## config.mk

```make
export PLATFORM = sky130hd
export DESIGN_NAME = char_row_writer
export DESIGN_NICKNAME = d
export VERILOG_FILES = /design/src/rtl/char_row_writer.sv
export SDC_FILE = /design/constraint.sdc
export NUM_CORES = 1
export LEC_CHECK = 0
export CAP_MARGIN = 15
export CORE_AREA = 2 2 62 64
export CTS_BUF_LIST = sky130_fd_sc_hd__clkbuf_4 sky130_fd_sc_hd__clkbuf_8 sky130_fd_sc_hd__clkbuf_16
export CTS_CLUSTER_DIAMETER = 30
export DETAILED_ROUTE_END_ITERATION = 8
export DIE_AREA = 0 0 64 66
export PLACE_DENSITY = 0.76
export SYNTH_ARGS = -nofsm -noshare
export SYNTH_HDL_FRONTEND = slang
export SYNTH_SLANG_ARGS = --single-unit
```

## constraint.sdc

```tcl
create_clock -name clk -period 2.2 [get_ports clk]
set_input_delay 0.44 -clock clk [delete_from_list [all_inputs] [get_ports clk]]
set_output_delay 0.44 -clock clk [all_outputs]
set_load 0.005 [all_outputs]
```

## src/rtl/char_row_writer.sv

```systemverilog
// char_row_writer
//   Command-driven writer for one character-row buffer. Host bytes arrive over a
//   valid/ready handshake and are decoded into cursor / write / fill operations.
//   Row-buffer writes are only issued while blank is high, so they never collide
//   with the pixel-scan reads of the row.
//
//   Command byte: [7:6] opcode, [5:0] argument
//     00 WRITE  write arg at the cursor, then advance the cursor (wraps)
//     01 SET    move the cursor to arg (rejected if arg >= NUM_CHARS)
//     10 FILL   write arg to every cell 0..NUM_CHARS-1, then cursor = 0
//     11        reserved, rejected
//
// Ports
//   clk       system clock, rising edge
//   rst       asynchronous active-high reset
//   rx_data   command byte from the host link
//   rx_valid  rx_data valid; host holds it until accepted
//   rx_ready  byte can be accepted this cycle (idle)
//   blank     video blanking; writes only permitted while high
//   wr_en     registered one-cycle write strobe to the row buffer
//   wr_addr   registered cell address for wr_en
//   wr_char   registered character code for wr_en
//   cursor    current write cursor
//   busy      a WRITE or FILL is in progress
//   err       registered one-cycle pulse: command rejected
module char_row_writer #(
    parameter int unsigned NUM_CHARS = 64,
    parameter int unsigned CHAR_W    = 6,
    parameter int unsigned ADDR_W    = 6
) (
    input  logic              clk,
    input  logic              rst,
    input  logic [7:0]        rx_data,
    input  logic              rx_valid,
    output logic              rx_ready,
    input  logic              blank,
    output logic              wr_en,
    output logic [ADDR_W-1:0] wr_addr,
    output logic [CHAR_W-1:0] wr_char,
    output logic [ADDR_W-1:0] cursor,
    output logic              busy,
    output logic              err
);

    typedef enum logic [1:0] {StIdle, StPend, StFill} state_e;

    localparam logic [6:0]        NumChars = 7'(NUM_CHARS);
    localparam logic [ADDR_W-1:0] LastIdx  = ADDR_W'(NUM_CHARS - 1);

    state_e            state_q;
    logic [CHAR_W-1:0] char_q;
    logic [ADDR_W-1:0] fill_idx_q;
    logic [5:0]        arg;

    assign arg      = rx_data[5:0];
    assign rx_ready = (state_q == StIdle);
    assign busy     = (state_q != StIdle);

    always_ff @(posedge clk or posedge rst) begin
        if (rst) begin
            state_q    <= StIdle;
            char_q     <= '0;
            fill_idx_q <= '0;
            cursor     <= '0;
            wr_en      <= 1'b0;
            wr_addr    <= '0;
            wr_char    <= '0;
            err        <= 1'b0;
        end else begin
            // Strobes default low so each write/error is exactly one cycle.
            wr_en <= 1'b0;
            err   <= 1'b0;
            unique case (state_q)
                StIdle: begin
                    if (rx_valid) begin
                        unique case (rx_data[7:6])
                            2'b00: begin
                                char_q  <= arg[CHAR_W-1:0];
                                state_q <= StPend;
                            end
                            2'b01: begin
                                if ({1'b0, arg} < NumChars) begin
                                    cursor <= arg[ADDR_W-1:0];
                                end else begin
                                    err <= 1'b1;
                                end
                            end
                            2'b10: begin
                                char_q     <= arg[CHAR_W-1:0];
                                fill_idx_q <= '0;
                                state_q    <= StFill;
                            end
                            default: err <= 1'b1;
                        endcase
                    end
                end
                StPend: begin
                    if (blank) begin
                        wr_en   <= 1'b1;
                        wr_addr <= cursor;
                        wr_char <= char_q;
                        cursor  <= (cursor == LastIdx) ? '0 : cursor + 1'b1;
                        state_q <= StIdle;
                    end
                end
                StFill: begin
                    // Pauses while blank is low and resumes at the same cell.
                    if (blank) begin
                        wr_en   <= 1'b1;
                        wr_addr <= fill_idx_q;
                        wr_char <= char_q;
                        if (fill_idx_q == LastIdx) begin
                            fill_idx_q <= '0;
                            cursor     <= '0;
                            state_q    <= StIdle;
                        end else begin
                            fill_idx_q <= fill_idx_q + 1'b1;
                        end
                    end
                end
                default: state_q <= StIdle;
            endcase
        end
    end

endmodule

```

Word level (Yosys, flattened, before mapping)
Index checks and enable logic that the tools add are counted.

operators by class
  add/sub/neg operators = 2
  eq/ne operators = 13
  multiplexer cells = 26
  reduce and logical (&&, ||, !) cells = 15

operators with widths
  cell                                                   number
  two-way mux 6 bit                                      12
  one-hot mux 6 bit (2 select lines)                     2
  one-hot mux 6 bit (3 select lines)                     1
  adder 6 x 1 -> 6 bit, second input constant            2
  equality test 6 bit, second input constant             2
  two-way mux 2 bit                                      4
  inequality test 2 bit, second input constant           4
  one-hot mux 2 bit (3 select lines)                     1
  AND reduction 3 bit                                    2
  AND reduction 6 bit                                    1
  nonzero test 2 bit                                     3
  two-way mux 1 bit                                      5
  AND reduction 5 bit                                    1
  equality test 2 x 1 -> 1 bit, second input constant    2
  equality test 2 bit, second input constant             2
  zero test 2 bit                                        2
  inequality test 2 x 1 -> 1 bit, second input constant  2
  one-hot mux 2 bit (2 select lines)                     1
  AND reduction 4 bit                                    1
  OR reduction 2 bit                                     2
  inequality test 3 x 1 -> 1 bit, second input constant  1
  nonzero test 3 bit                                     1
  OR reduction 3 bit                                     1
  AND reduction 2 bit                                    1

storage, ports and cells
  bits in registers = 34
  input bits = 12
  output and inout port bits = 22
  word-level logic and storage cells = 64

Longest topological paths before layout
  depth in word-level cells = 5
  gate-level depth with buffers = 7
  depth with buffers taken out = 6

Least setup slack after synthesis
Ideal clock, no wire load.

  path type = flip-flop to flip-flop
  start = register fill_idx_q[0]
  end = register cursor[0]
  setup time = 125 ps
  data arrival time = 1,568 ps
  required time = 2,075 ps
  setup slack = 506 ps
  cell stages (with the launch flop) = 7
  path buffers = 1
  clock period less this slack = 1,694 ps
  cells stage by stage = dfrtp_1 > ha_1 > nand3_2 > o22ai_4 > and2_1 > buf_6 > mux2_4

between the ends
  cells in the longest elaborated chain, start to end = 3

RTL lines
  item                             RTL line  RTL
  start: declaration               52        logic [ADDR_W-1:0] fill_idx_q;
  start signal: assignment         117       fill_idx_q <= fill_idx_q + 1'b1;
  equality test 6 bit              112       if (fill_idx_q == LastIdx) begin
  inequality test 2 bit (no line)  --
  AND reduction 6 bit (no line)    --
  end signal: assignment           83        cursor <= arg[ADDR_W-1:0];
  end signal: assignment           102       cursor <= (cursor == LastIdx) ? '0 : cursor + 1'b1;
  end: declaration                 40        output logic [ADDR_W-1:0] cursor,

Every way passes these cells.
A chain may end at the register's enable or synchronous reset.

Final worst setup path
  start = register state_q[0]
  end = output busy

between the ends
  cells in the longest elaborated chain, start to end = 1

RTL lines
  item                      RTL line  RTL
  start: declaration        50        state_e state_q;
  start signal: assignment  61        state_q <= StIdle;
  start signal: assignment  79        state_q <= StPend;
  start signal: assignment  91        state_q <= StFill;
  nonzero test 2 bit        57        assign busy = (state_q != StIdle);
  end: declaration          41        output logic busy,

Every way passes these cells.

==> results.txt <==
Simple-Gate Fraction of Synth Area - 11.8%
most common cell in the netlist - dfrtp_1
Compound-Gate Fraction of Synth Area - 23.1%
Slew @ Worst Pin - 0.557 ns
filler cell count - 293
first-pass GRT wire length - 6580 um
Synth Instances - 161
min-delay worst type - input pin to async pin
mean area per synthesized cell - 10.7 um^2
worst-path fanout max - 7
RePlAce Congestion - 0.859
Die H - 66 um
CP Data Required Time - 1.76 ns
Synth Area in XOR/XNOR - 0%
IO Pins - 34
Met1 Wirelength - 1690 um
worst r2r path cells - 6
Max Cap Viol - 0
crit path time final - 2.11 ns
number of synthesized flops with an enable pin - 0
die width - 64 um
Startpoint Class - flip-flop
largest net degree at the start of global routing - 35
clock root cell - clkbuf_4
met2 WL post-DR - 1920 um
status - complete, no violations
Synth Register Bits - 34
mux cell area share after synthesis - 6.32%
top post-synthesis cells by area - dfrtp_1 (49%), a22o_1 (8.1%), ha_1 (4.4%)
initial drt markers - 63
Peak supply drop - 0.000682 V
max frequency - 0.474 GHz
H-tree Lvls - 2
Yosys cell types - 39
final setup violation count - 0
WP data arrival - 1.67 ns
vias in the first global route - 1,367
antenna violations before repair - 0
Slew headroom - 62.9%
DRC - 0
DR WL met3 - 191 um
Top Layer Used - met4
Layout Nets - 222
core area - 3550 um^2
gr ovfl total - 0
Yosys top cell area share - 49.4%
post-place instance area - 2130 um^2
Hold Vio Cnt, Final - 0
Synth Area in Adders - 4.36%
Yosys top cell by area - dfrtp_1
synthesis-to-finish area growth - 28.2%
sequential share of the synthesized area - 49.4%
Tcrit/Tclk final - 95.8%
Clock Sinks - 34
RSZ-0062 raised after global routing - false
Final Instance Area - 2210 um^2
worst skew pair latency - 0.33 ns
starting density of the core - 48.5%
yosys warns - 0
Top FF cell, synth - dfrtp_1
CTS Buf Count - 5
final setup TNS - 0 ns
via/cell ratio - 5.65
CTS tree - yes
mean routed wirelength per cell - 15.2 um
FP Rows - 22
fraction of registers with async set/reset - 100%
Setup crit end kind - output port
Lkg Pwr - 1.01 nW
Syn Nets - 179
cell area after synthesis - 1720 um^2
crit path kind - flip-flop to output port
1st-pass router iterations - 4
GRT Resource Usage Total - 20.5%
total number of vias - 1,429
clk slew on worst S/H paths - 0.10 ns
IO Port Bufs - 33
CTS max path bufs - 2
Setup Skew - 0.0112 ns
die area - 4220 um^2
antenna diode count - 0
largest family of logic cells by synthesized area - compound AO/OA/AOI/OAI gates
DRT Wirelength - 3840 um
Detail Placement HPWL - 2920 um
layout cells sized above 1 - 14.1%
pwr dens - 1270 nW/um^2
max-slew violations - 0
Post-synth top cells - dfrtp_1 (34), a22o_1 (16), nand2_1 (16)
Detail Route Antenna Nets - 0
## stage by stage
stage | setup slack (ns) | instances | hold WS [ns] | util, % | power, W
floorplan | 0.506 | 161 | 0.446 | - | 0.00183
global placement | 0.223 | 243 | 0.459 | 59.9 | 0.00238
detailed placement | 0.166 | 243 | 0.473 | 59.9 | 0.00242
CTS | 0.0749 | 251 | 0.495 | 61.8 | 0.00280
global route | 0.00503 | 253 | 0.512 | 62.2 | 0.00302
finish | 0.0924 | 253 | 0.489 | 62.2 | 0.00280
## final timing paths
path                       slack, ns        from            end
setup / recovery                0.09  state_q[0]           busy
hold / removal                  0.49         rst     wr_addr[1]
setup reg to reg                0.28  state_q[0]  fill_idx_q[0]
hold reg to reg                 0.49   char_q[3]      char_q[3]
max in group asynchronous       1.40         rst      cursor[5]
min in group clk                0.49   char_q[3]      char_q[3]
## cells in the final DEF (no fill, tap or decap), drive strengths merged
cell type       n
mux2            9
and3            2
o31ai           1
o2bb2ai         2
clkbuf          7
o32ai           2
o21bai          1
and3b           1
a22o           16
nand3           7
ha              6
o22ai           3
nor3            2
clkinv          1
and2b           1
nand2b          2
o211ai          4
o21a            1
inv            15
a2bb2oi         1
nand3b          1
a21oi           2
nor2            2
and2            2
nand2          16
a21o            1
clkdlybuf4s50  33
o41ai           2
or2             1
o21ai          14
nor2b           3
buf             8
dfrtp          34
a32o            2
## flip-flops by register name (all words and copies together), names as in the netlist
signal      count
wr_char         6
wr_en           1
cursor          6
state_q         2
err             1
char_q          6
fill_idx_q      6
wr_addr         6
## layer usage
layer  track usage [%]  vias to the layer above
li1                  -                      671
met1              25.7                      693
met2              34.2                       61
met3              4.43                        4
met4              8.97                        0
met5                 0                        -
## cells by family after synthesis
logic type      after synthesis
fa+ha+maj                     6
flops                        34
compound gates               52
buf+inv                      20
simple gates                 40
mux                           9
## worst max-delay path, cell delays in order (launching register included)
cell	delay, ns
dfrtp_1	0.41
inv_1	0.09
ha_2	0.24
inv_2	0.10
clkdlybuf4s50_1	0.51
## power breakdown
| part | leakage [nW] | total [W] | internal (W) | switching, W |
|---|---|---|---|---|
| sequential | 0.442 | 0.00106 | 0.000858 | 0.000200 |
| clock | 0.0387 | 0.000363 | 0.000167 | 0.000196 |
| combinational | 0.529 | 0.00138 | 0.000794 | 0.000581 |
## area by class of cell
| cell class | count | area, um^2 | share of cell area (%) |
|---|---|---|---|
| sequential | 34 | 851 | 38.5 |
| multi-input combinational | 107 | 788 | 35.7 |
| clock buffer | 7 | 58.8 | 2.66 |
| clock inverter | 1 | 5.00 | 0.227 |
| timing repair buffer | 41 | 390 | 17.7 |
| tap | 48 | 60.1 | 2.72 |
| inverter | 15 | 56.3 | 2.55 |
## what timing repair did
item | 4_1_cts | 5_1_grt
endpoints found under the setup margin | 1 | 1
resized for setup | 2 | 0
pin swaps | 0 | 0
hold buffers | 0 | 0
buffers inserted | 0 | 2
hold endpoints to repair | 0 | 0
Note: power is estimated with default switching activity, not from simulation.
